**src/rtl/rc4_decrypt.sv**
```systemverilog
// RC4 PRGA over a pre-scheduled S memory: XORs keystream with the ciphertext ROM,
// writes plaintext to D and reports whether every byte was lowercase or space.
module rc4_decrypt #(
   parameter int MSG_LEN = 32,
   parameter int K_W     = (MSG_LEN > 1) ? $clog2(MSG_LEN) : 1
) (
   input  logic           clk,
   input  logic           reset,
   input  logic           start_sig,
   output logic [7:0]     s_address,
   output logic [7:0]     s_ram_in,
   output logic           s_write_enable,
   input  logic [7:0]     s_ram_out,
   output logic [K_W-1:0] rom_address,
   input  logic [7:0]     rom_data,
   output logic [K_W-1:0] d_address,
   output logic [7:0]     d_data,
   output logic           d_write_enable,
   output logic           decrypt_finished,
   output logic           msg_valid
);

   typedef enum logic [3:0] {
      S_IDLE, S_RD_SI, S_LATCH_SI, S_RD_SJ, S_LATCH_SJ,
      S_WR_SI, S_WR_SJ, S_RD_F, S_LATCH_F, S_WR_D, S_DONE
   } state_t;

   localparam logic [K_W-1:0] LAST_K = K_W'(MSG_LEN - 1);

   state_t         state_q, state_d;
   logic [7:0]     i_q, i_d, j_q, j_d, si_q, si_d, sj_q, sj_d, f_q, f_d, e_q, e_d;
   logic [K_W-1:0] k_q, k_d;
   logic [7:0]     s_addr_q, s_addr_d, s_din_q, s_din_d;
   logic           s_we_q, s_we_d;
   logic [K_W-1:0] rom_addr_q, rom_addr_d, d_addr_q, d_addr_d;
   logic [7:0]     d_dat_q, d_dat_d;
   logic           d_we_q, d_we_d, fin_q, fin_d, valid_q, valid_d;

   function automatic logic is_text(input logic [7:0] b);
      return ((b >= 8'h61) && (b <= 8'h7A)) || (b == 8'h20);
   endfunction

   // Outputs are registered: each state's bus values are computed on the edge entering it.
   always_comb begin
      state_d    = state_q;
      i_d        = i_q;
      j_d        = j_q;
      k_d        = k_q;
      si_d       = si_q;
      sj_d       = sj_q;
      f_d        = f_q;
      e_d        = e_q;
      s_addr_d   = s_addr_q;
      s_din_d    = s_din_q;
      s_we_d     = 1'b0;
      rom_addr_d = rom_addr_q;
      d_addr_d   = d_addr_q;
      d_dat_d    = d_dat_q;
      d_we_d     = 1'b0;
      valid_d    = valid_q;
      fin_d      = (state_q == S_DONE);
      case (state_q)
         S_IDLE: begin
            if (start_sig) begin
               i_d      = 8'd1;
               j_d      = 8'd0;
               k_d      = '0;
               valid_d  = 1'b1;
               s_addr_d = 8'd1;
               state_d  = S_RD_SI;
            end
         end
         S_RD_SI: state_d = S_LATCH_SI;
         S_LATCH_SI: begin
            si_d     = s_ram_out;
            j_d      = j_q + s_ram_out;
            s_addr_d = j_q + s_ram_out;
            state_d  = S_RD_SJ;
         end
         S_RD_SJ: state_d = S_LATCH_SJ;
         S_LATCH_SJ: begin
            sj_d     = s_ram_out;
            s_addr_d = i_q;
            s_din_d  = s_ram_out;
            s_we_d   = 1'b1;
            state_d  = S_WR_SI;
         end
         S_WR_SI: begin
            s_addr_d = j_q;
            s_din_d  = si_q;
            s_we_d   = 1'b1;
            state_d  = S_WR_SJ;
         end
         S_WR_SJ: begin
            s_addr_d   = si_q + sj_q;
            rom_addr_d = k_q;
            state_d    = S_RD_F;
         end
         S_RD_F: state_d = S_LATCH_F;
         S_LATCH_F: begin
            f_d      = s_ram_out;
            e_d      = rom_data;
            d_addr_d = k_q;
            d_dat_d  = s_ram_out ^ rom_data;
            d_we_d   = 1'b1;
            state_d  = S_WR_D;
         end
         S_WR_D: begin
            if (!is_text(f_q ^ e_q)) begin
               valid_d = 1'b0;
               state_d = S_DONE;
            end else if (k_q == LAST_K) begin
               state_d = S_DONE;
            end else begin
               k_d      = k_q + 1'b1;
               i_d      = i_q + 8'd1;
               s_addr_d = i_q + 8'd1;
               state_d  = S_RD_SI;
            end
         end
         // A held start must be released before another run can begin.
         S_DONE: if (!start_sig) state_d = S_IDLE;
         default: state_d = S_IDLE;
      endcase
   end

   always_ff @(posedge clk or negedge reset) begin
      if (!reset) begin
         state_q    <= S_IDLE;
         i_q        <= '0;
         j_q        <= '0;
         k_q        <= '0;
         si_q       <= '0;
         sj_q       <= '0;
         f_q        <= '0;
         e_q        <= '0;
         s_addr_q   <= '0;
         s_din_q    <= '0;
         s_we_q     <= 1'b0;
         rom_addr_q <= '0;
         d_addr_q   <= '0;
         d_dat_q    <= '0;
         d_we_q     <= 1'b0;
         fin_q      <= 1'b0;
         valid_q    <= 1'b0;
      end else begin
         state_q    <= state_d;
         i_q        <= i_d;
         j_q        <= j_d;
         k_q        <= k_d;
         si_q       <= si_d;
         sj_q       <= sj_d;
         f_q        <= f_d;
         e_q        <= e_d;
         s_addr_q   <= s_addr_d;
         s_din_q    <= s_din_d;
         s_we_q     <= s_we_d;
         rom_addr_q <= rom_addr_d;
         d_addr_q   <= d_addr_d;
         d_dat_q    <= d_dat_d;
         d_we_q     <= d_we_d;
         fin_q      <= fin_d;
         valid_q    <= valid_d;
      end
   end

   assign s_address        = s_addr_q;
   assign s_ram_in         = s_din_q;
   assign s_write_enable   = s_we_q;
   assign rom_address      = rom_addr_q;
   assign d_address        = d_addr_q;
   assign d_data           = d_dat_q;
   assign d_write_enable   = d_we_q;
   assign decrypt_finished = fin_q;
   assign msg_valid        = valid_q;

endmodule

```
**config.mk**
```make
export PLATFORM = sky130hd
export DESIGN_NAME = rc4_decrypt
export DESIGN_NICKNAME = d
export VERILOG_FILES = /design/src/rtl/rc4_decrypt.sv
export SDC_FILE = /design/constraint.sdc
export NUM_CORES = 1
export LEC_CHECK = 0
export ABC_CLOCK_PERIOD_IN_PS = 5300
export CAP_MARGIN = 30
export CORE_MARGIN = 3
export CORE_UTILIZATION = 25
export CTS_CLUSTER_DIAMETER = 50
export DETAILED_ROUTE_END_ITERATION = 10
export PLACE_DENSITY_LB_ADDON = 0.2
export SYNTH_ARGS = -nofsm -noshare
export SYNTH_HDL_FRONTEND = slang
export SYNTH_SLANG_ARGS = --single-unit
```
**constraint.sdc**
```tcl
create_clock -name clk -period 5.3 [get_ports clk]
set_input_delay 1.06 -clock clk [delete_from_list [all_inputs] [get_ports clk]]
set_output_delay 1.06 -clock clk [all_outputs]
set_load 0.005 [all_outputs]
```
[Yosys cells after proc, flatten, opt, wreduce, memory -nomap -nowiden]
Cells that the tools add are included.
Word-level totals
  register bits: 95
  output and inout port bits: 38
  bits of input ports: 19
  logic and storage cells: 77
Cells by class
  add/subtract/negate cells: 4
  eq/ne operators: 17
  bitwise logic cells: 2
  order comparisons: 2
  mux-type cells: 22
  reduce and logical (&&, ||, !) cells: 13
Operators with widths (number)
  8-bit case mux with 2 select lines: 3
  8-bit case mux with 6 select lines: 1
  4-bit case mux with 11 select lines: 1
  8-bit 2-to-1 mux: 4
  8-bit adder: 2
  4-bit by 3-bit == test with 1-bit output, second input constant: 4
  4-bit 2-to-1 mux: 4
  8-bit bitwise XOR: 2
  5-bit 2-to-1 mux: 3
  4-bit == test, second input constant: 3
  2-bit inequality test, second input constant: 5
  5-bit case mux with 2 select lines: 1
  8-bit by 1-bit adder with 8-bit output, second input constant: 1
  4-bit by 2-bit == test with 1-bit output, second input constant: 2
  8-bit by 6-bit == test with 1-bit output, second input constant: 1
  8-bit by 7-bit >= comparator with 1-bit output, second input constant: 1
  8-bit by 7-bit less-or-equal comparator with 1-bit output, second input constant: 1
  4-bit AND reduction: 2
  2-bit nonzero test: 3
  6-bit nonzero test: 1
  5-bit by 1-bit adder with 5-bit output, second input constant: 1
  5-bit == test, second input constant: 1
  4-bit by 1-bit == test with 1-bit output, second input constant: 1
  4-bit logical NOT: 1
  other kinds (7): 11

[Depth between registers and ports, before layout]
Gate-level depths: netlist of the first run.
  word-level depth: 6
  mapped depth: 8

[Worst setup path after synthesis of the first run]
OpenSTA, ideal clock, no wires.
  path type: input port to flip-flop
  start point: input port s_ram_out[1]
  end point: register s_addr_q[7], in the netlist s_address[7]
  setup slack: 2.367 ns
  stages: 7
  path buffers: 0
  arrival: 2.808 ns
  cell sequence: ha_1 a211o_1 a2111oi_0 o31a_1 xnor2_1 a221o_1 mux2_2
On the way
  word-level cells in the longest chain between the ends: 2
RTL lines
  start: declaration: RTL line 13  | input logic [7:0] s_ram_out,
  8-bit adder: RTL line 77  | s_addr_d = j_q + s_ram_out;
  8-bit case mux with 6 select lines: RTL line 62  | case (state_q)
  end signal: assignment: RTL line 155  | s_addr_q <= s_addr_d;
  end: declaration: RTL line 33  | logic [7:0] s_addr_q, s_addr_d, s_din_q, s_din_d;
Every way passes these cells.
A chain may end at the register's enable or synchronous reset.

[Final worst setup path of the first run]
Ends and elaborated chain as after synthesis.

==> flow_summary.yaml, run 1 <==
synthesis:
  yosysWarnings: 0
  postSynthCellCount: 517
  async_flop_share_pct: 100
  yosys-top-cells-area: "dfrtp_1, nand2_1, mux2_2"
  synth.yosys.seq_area_share_pct: 46.4
  synth-main-ff-cell: "dfrtp_1"
  ys_ff_latch: 95
  synth_area_leader_cell: "dfrtp_1"
  synth_nets: 555
  syn_area_um2: 5120
  synth_edf_count: 0
  syn_avg_cell_area_um2: 9.91
  synth.distinct_cells: 63
  yosys.area.top_type_share_pct: 46.4
sta:
  hold_slack_ns: 0.477
  fin_tns_setup_ns: 0
  period_minus_slack_ns: 3.52
  finalCritPeriodShare_pct: 66.4
  slew_headroom_pct: 38.6
  max_freq_mhz: 284
  fin_worst_skew_ns: 0.00782
  worstMarginPinSlew_ns: 0.916
  setup_viol: 0
  rsz0062_at_grt: "no"
  drv_slew: 0
  hold_viol_final: 0
die:
  core_area_um2: 19800
  boundaryPins: 57
  die_area_um2: 22200
  rows: 51
  start_util_pct: 25.9
  die_x_um: 149
  die_h_um: 149
critical_path:
  end_kind: "flop"
  rrSetupSlack_ns: 2.68
  path_class: "input port to flop"
  worst_r2r_path_depth: 7
  regToRegEndpoint: "i_q[6]$_DFFE_PN0P_"
  critPathCapture: "s_address[7]$_DFFE_PN0P_"
  crit_start: "s_ram_out[1]"
  worstPathRequired_ns: 5.53
  start_kind: "input port"
  worst_ep_arrival_time_ns: 3.75
  crit_fanout: 7
  r2r-start: "k_q[0]$_DFFE_PN0P_"
grt:
  antenna_found_initial: 0
  grt_pass1_wl_um: 23100
  grt_max_degree: 63
  grt.overflow.total: 0
  track_usage_pct: 13.2
  grt_pass1_vias: 4057
routing:
  drc: 0
  drtPass1Iterations: 4
  drtIter0Drc: 241
  num_vias: 3975
  vias_per_cell: 4.76
  wirelength_um: 14100
  ant_nets: 0
  post_drt_wl_per_cell_um: 16.9
final_layout:
  area.growth.synth_to_final_pct: 23.1
  mostFrequentLayoutCell: "dfrtp_1"
  drive_above_1_share_pct: 11.8
  antenna_cells: 0
  final_util_pct: 31.9
  layout_common_cells: "dfrtp_1, nand2_1, clkdlybuf4s50_1"
  finalNetCount: 603
cts:
  clk_pin_slew_ns: 0.07
  cts_resized: 0
  cts_buffers: 9
  insertion_delay_ns: 0.35
  htree_levels: 3
  cts_root_buf: "clkbuf_16"
  cts_sinks: 95
  postCtsHoldBufs: 0
  post-cts-setup-buffers: 0
  cts_tree: "done"
  clockBufferDepth: 2
pwr:
  totalPowerFinal_mw: 3.90
  power_density_nw_per_um2: 618
  vdd_drop_max_v: 0.000289
  leakage_nw: 2.74
placement:
  gp_routability_congestion: 0.822
  io_buffer_count: 56
  hpwl_um: 10100
min_path:
  hp-class: "flop to flop"
job:
  drv_cap: 0
run_status:
  outcome: "finished, final reports clean"
-- state kept, by name (all words and copies together) (netlist names) --
name and flops:
i_q 8, f_q 8, s_write_enable 1, si_q 8
state_q 4, s_address 8, k_q 5, decrypt_finished 1
rom_address 5, sj_q 8, e_q 8, msg_valid 1
d_address 5, d_data 8, s_ram_in 8, j_q 8
d_write_enable 1
-- routing by layer --
layer | GRT usage (%) | share of wire (%) | up-vias
li1 | - | - | 1945
met1 | 18.0 | 47 | 1928
met2 | 20.9 | 47 | 82
met3 | 2.86 | 3.2 | 20
met4 | 4.26 | 2.3 | 0
met5 | 0 | 0 | -
-- report_power, final --
part | leakage (nW) | total [mW] | internal, mW | switching (mW)
Clock | 0.145 | 0.679 | 0.382 | 0.297
Sequential | 1.17 | 1.33 | 1.04 | 0.291
Combinational | 1.42 | 1.89 | 0.892 | 0.999
-- critical path: stages --
cell and delay (ns):
clkdlybuf4s50_1 0.70, ha_1 0.31, a211o_1 0.34, a2111oi_0 0.46, o31a_1 0.23, xnor2_1 0.09
a221o_1 0.30, mux2_2 0.26
-- kinds of logic after synthesis --
group           synth area share [%]
mux                             8.11
compound gates                  15.8
xor+xnor                        4.44
simple gates                    17.6
buf+inv                         2.71
fa+ha+maj                       4.93
flops                           46.4
-- metrics by stage --
stage	instances	instance area, um2	setup WS (ns)
2_1_floorplan	517	5120	2.37
3_3_place_gp	816	5950	1.47
3_5_place_dp	818	5970	1.45
4_1_cts	834	6280	1.81
5_1_grt	835	6310	1.62
6_report	835	6310	1.78
-- worst min path at each step --
stage	to	startpoint	cells after the start	slack [ns]
floorplan	sj_q[0]$_DFFE_PN0P_	sj_q[0]$_DFFE_PN0P_	2	0.45
global placement	rom_address[0]$_DFFE_PN0P_	rom_address[0]$_DFFE_PN0P_	2	0.46
detailed placement	rom_address[1]$_DFFE_PN0P_	rom_address[1]$_DFFE_PN0P_	2	0.47
CTS	rom_address[4]$_DFFE_PN0P_	rom_address[4]$_DFFE_PN0P_	2	0.49
global route	rom_address[4]$_DFFE_PN0P_	rom_address[4]$_DFFE_PN0P_	2	0.50
finish	rom_address[1]$_DFFE_PN0P_	rom_address[1]$_DFFE_PN0P_	2	0.48
-- cells in the mapped netlist, drive strengths merged, types with 6 or more instances --
cell type  count
o311ai        14
nor3          12
o21a           6
nor2          32
a21oi         29
xor2          13
o21ai         16
a21o           9
dfrtp         95
nand2b         9
xnor2         13
mux2i         10
nand2         94
clkbuf        21
mux2          28
nand3         16
ha            17
inv            8
-- area by class of cell --
class	count	area (um2)
fill	2106	13500
clock buffer	10	239
clock inverter	6	67.6
tap	265	332
timing repair buffer	63	638
multi-input combinational	388	2620
sequential	95	2380
inverter	8	30.0
No activity file was read; power rests on OpenSTA's default activity.
==> inputs of run 2 (changes only) <==
--- a/config.mk
+++ b/config.mk
@@ -5,7 +5,7 @@
 export SDC_FILE = /design/constraint.sdc
 export NUM_CORES = 1
 export LEC_CHECK = 0
-export ABC_CLOCK_PERIOD_IN_PS = 5300
+export ABC_CLOCK_PERIOD_IN_PS = 3450
 export CAP_MARGIN = 30
 export CORE_MARGIN = 3
 export CORE_UTILIZATION = 25
==> constraint.sdc (replaced) <==
create_clock -name clk -period 3.45 [get_ports clk]
set_input_delay 0.69 -clock clk [delete_from_list [all_inputs] [get_ports clk]]
set_output_delay 0.69 -clock clk [all_outputs]
set_load 0.005 [all_outputs]
==> run 2 against run 1 <==
  * Count of clock-buffer cells in the layout unchanged
  * Sequential cell count is the same
  * Global-route usage up 0.39 points
  * Register-to-register slack worse by 1.7 ns
  * Final cell count grew 1.3%
  * Worst setup slack got worse by 1.2 ns
  * Core utilization rose by 0.47 points
  * Die area stayed put
  * Sequential power up 55%
  * Combinational power increased by 51%
  * Clock skew shrank 0.0030 ns
  * Clock power is 75% higher
  * Critical endpoint unchanged
==> flow_summary.yaml, run 2 (synthesized netlist as in run 1, its figures left out) <==
die:
  rows: 51
  core_area_um2: 19800
  die_x_um: 149
  boundaryPins: 57
  die_area_um2: 22200
  die_h_um: 149
  start_util_pct: 25.9
critical_path:
  slowest_delay_ns: 0.46
  rrSetupSlack_ns: 0.94
  crit_fanout: 3
  worstPathRequired_ns: 3.69
  worst_ep_arrival_time_ns: 3.13
  path_class: "input port to flop"
  cpMaxStageDelayCell: "clkdlybuf4s50_1"
  crit_chain: "clkdlybuf4s50_1 > ha_1 > a211o_1 > a2111oi_0 > o31a_1 > xnor2_1 > a221o_1 > mux2_2"
  crit_start: "s_ram_out[1]"
  end_kind: "flop"
  critPathCapture: "s_address[7]$_DFFE_PN0P_"
  regToRegEndpoint: "s_address[7]$_DFFE_PN0P_"
  r2r-start: "j_q[1]$_DFFE_PN0P_"
  start_kind: "input port"
  worst_r2r_path_depth: 7
final_layout:
  mostFrequentLayoutCell: "dfrtp_1"
  final.fill_count: 2097
  drive_above_1_share_pct: 13.3
  layout_common_cells: "dfrtp_1, nand2_1, clkdlybuf4s50_1"
  area.growth.synth_to_final_pct: 24.9
  antenna_cells: 0
  finalNetCount: 614
cts:
  cts_tree: "done"
  clk_pin_slew_ns: 0.07
  htree_levels: 3
  cts_root_buf: "clkbuf_16"
  cts_resized: 0
  post-cts-setup-buffers: 0
  cts_buffers: 9
  clockBufferDepth: 2
  cts_sinks: 95
  insertion_delay_ns: 0.35
  postCtsHoldBufs: 0
pwr:
  pwr-share-comb_pct: 46.9
  pwr-share-seq_pct: 33.7
  internal-power_mw: 3.66
  leakage_nw: 2.80
  vdd_drop_max_v: 0.000376
  power_density_nw_per_um2: 955
  p_clk_share_pct: 19.4
  switching_power_mw: 2.45
  swShare_pct: 40.1
routing:
  wirelength_um: 14500
  post_drt_wl_per_cell_um: 17.1
  drtIter0Drc: 253
  drtPass1Iterations: 4
  ant_nets: 0
  dr_wl_met2_um: 7070
  met3_length_um: 522
  maxUsedRoutingLayer: "met4"
  num_vias: 4064
  drc: 0
  vias_per_cell: 4.80
  wl_met1_um: 6740
placement:
  gp_routability_congestion: 0.905
  hpwl_um: 10500
  io_buffer_count: 56
grt:
  antenna_found_initial: 0
  grt_pass1_vias: 4222
  track_usage_pct: 13.6
  grt_pass1_wl_um: 23600
  grt_max_degree: 63
  grt.overflow.total: 0
sta:
  worstMarginPinSlew_ns: 0.906
  finalCritPeriodShare_pct: 83.7
  fin_worst_skew_ns: 0.00486
  rsz0062_at_grt: "no"
  max_freq_mhz: 346
  fin_tns_setup_ns: 0
  drv_slew: 0
  slew_headroom_pct: 39.3
  hold_viol_final: 0
  setup_viol: 0
  hold_slack_ns: 0.418
  period_minus_slack_ns: 2.89
run_status:
  outcome: "finished, final reports clean"
min_path:
  hp-class: "input port to async pin"
job:
  drv_cap: 0
run 2: layout make-up:
type,instances,area (um2),share of cell area [%]
multi-input combinational,388,2620,41.0
sequential,95,2380,37.2
timing repair buffer,74,693,10.8
tap,265,332,5.18
clock buffer,10,229,3.58
clock inverter,6,115,1.80
inverter,8,30.0,0.469
run 2: worst max-delay path, delay by kind of cell:
kind	cells	cell delay (ns)
AO/OA/AOI/OAI	4	1.29
buffers and inverters	1	0.46
adder cells (fa/ha/maj)	1	0.34
multiplexers	1	0.25
XOR/XNOR	1	0.09
run 2: per-stage QoR:
step | area [um2] | worst slack [ns] | util, % | power (mW) | cells
3_5_place_dp | 6050 | 0.218 | 30.6 | 4.97 | 830
4_1_cts | 6400 | 0.604 | 32.3 | 6.21 | 846
6_report | 6400 | 0.563 | 32.3 | 6.11 | 846
3_3_place_gp | 6050 | 0.276 | 30.6 | 4.92 | 830
2_1_floorplan | 5120 | 0.887 | - | 3.90 | 517
5_1_grt | 6400 | 0.428 | 32.3 | 6.62 | 846
run 2: how the worst min path moves through the flow:
stage | from | to | slack [ns]
final | reset | d_write_enable$_DFF_PN0_ | 0.42
after floorplan | reset | d_address[0]$_DFFE_PN0P_ | 0.39
after global routing | reset | d_write_enable$_DFF_PN0_ | 0.48
after global placement | sj_q[5]$_DFFE_PN0P_ | sj_q[5]$_DFFE_PN0P_ | 0.46
after CTS | reset | d_write_enable$_DFF_PN0_ | 0.45
after detailed placement | rom_address[3]$_DFFE_PN0P_ | rom_address[3]$_DFFE_PN0P_ | 0.47
run 2: per-layer routing:
layer,track usage [%],vias to the layer above
met1,18.0,2004
met4,2.79,0
met5,0,-
li1,-,1971
met2,22.6,80
met3,3.31,9
run 2: power groups by stage:
stage               Sequential [mW]  Clock (mW)  Combinational, mW
CTS                            2.06        1.23               2.92
finish                         2.06        1.19               2.86
global route                   2.14        1.28               3.20
floorplan                      1.89           0               2.01
global placement               2.07           0               2.86
detailed placement             2.08           0               2.90
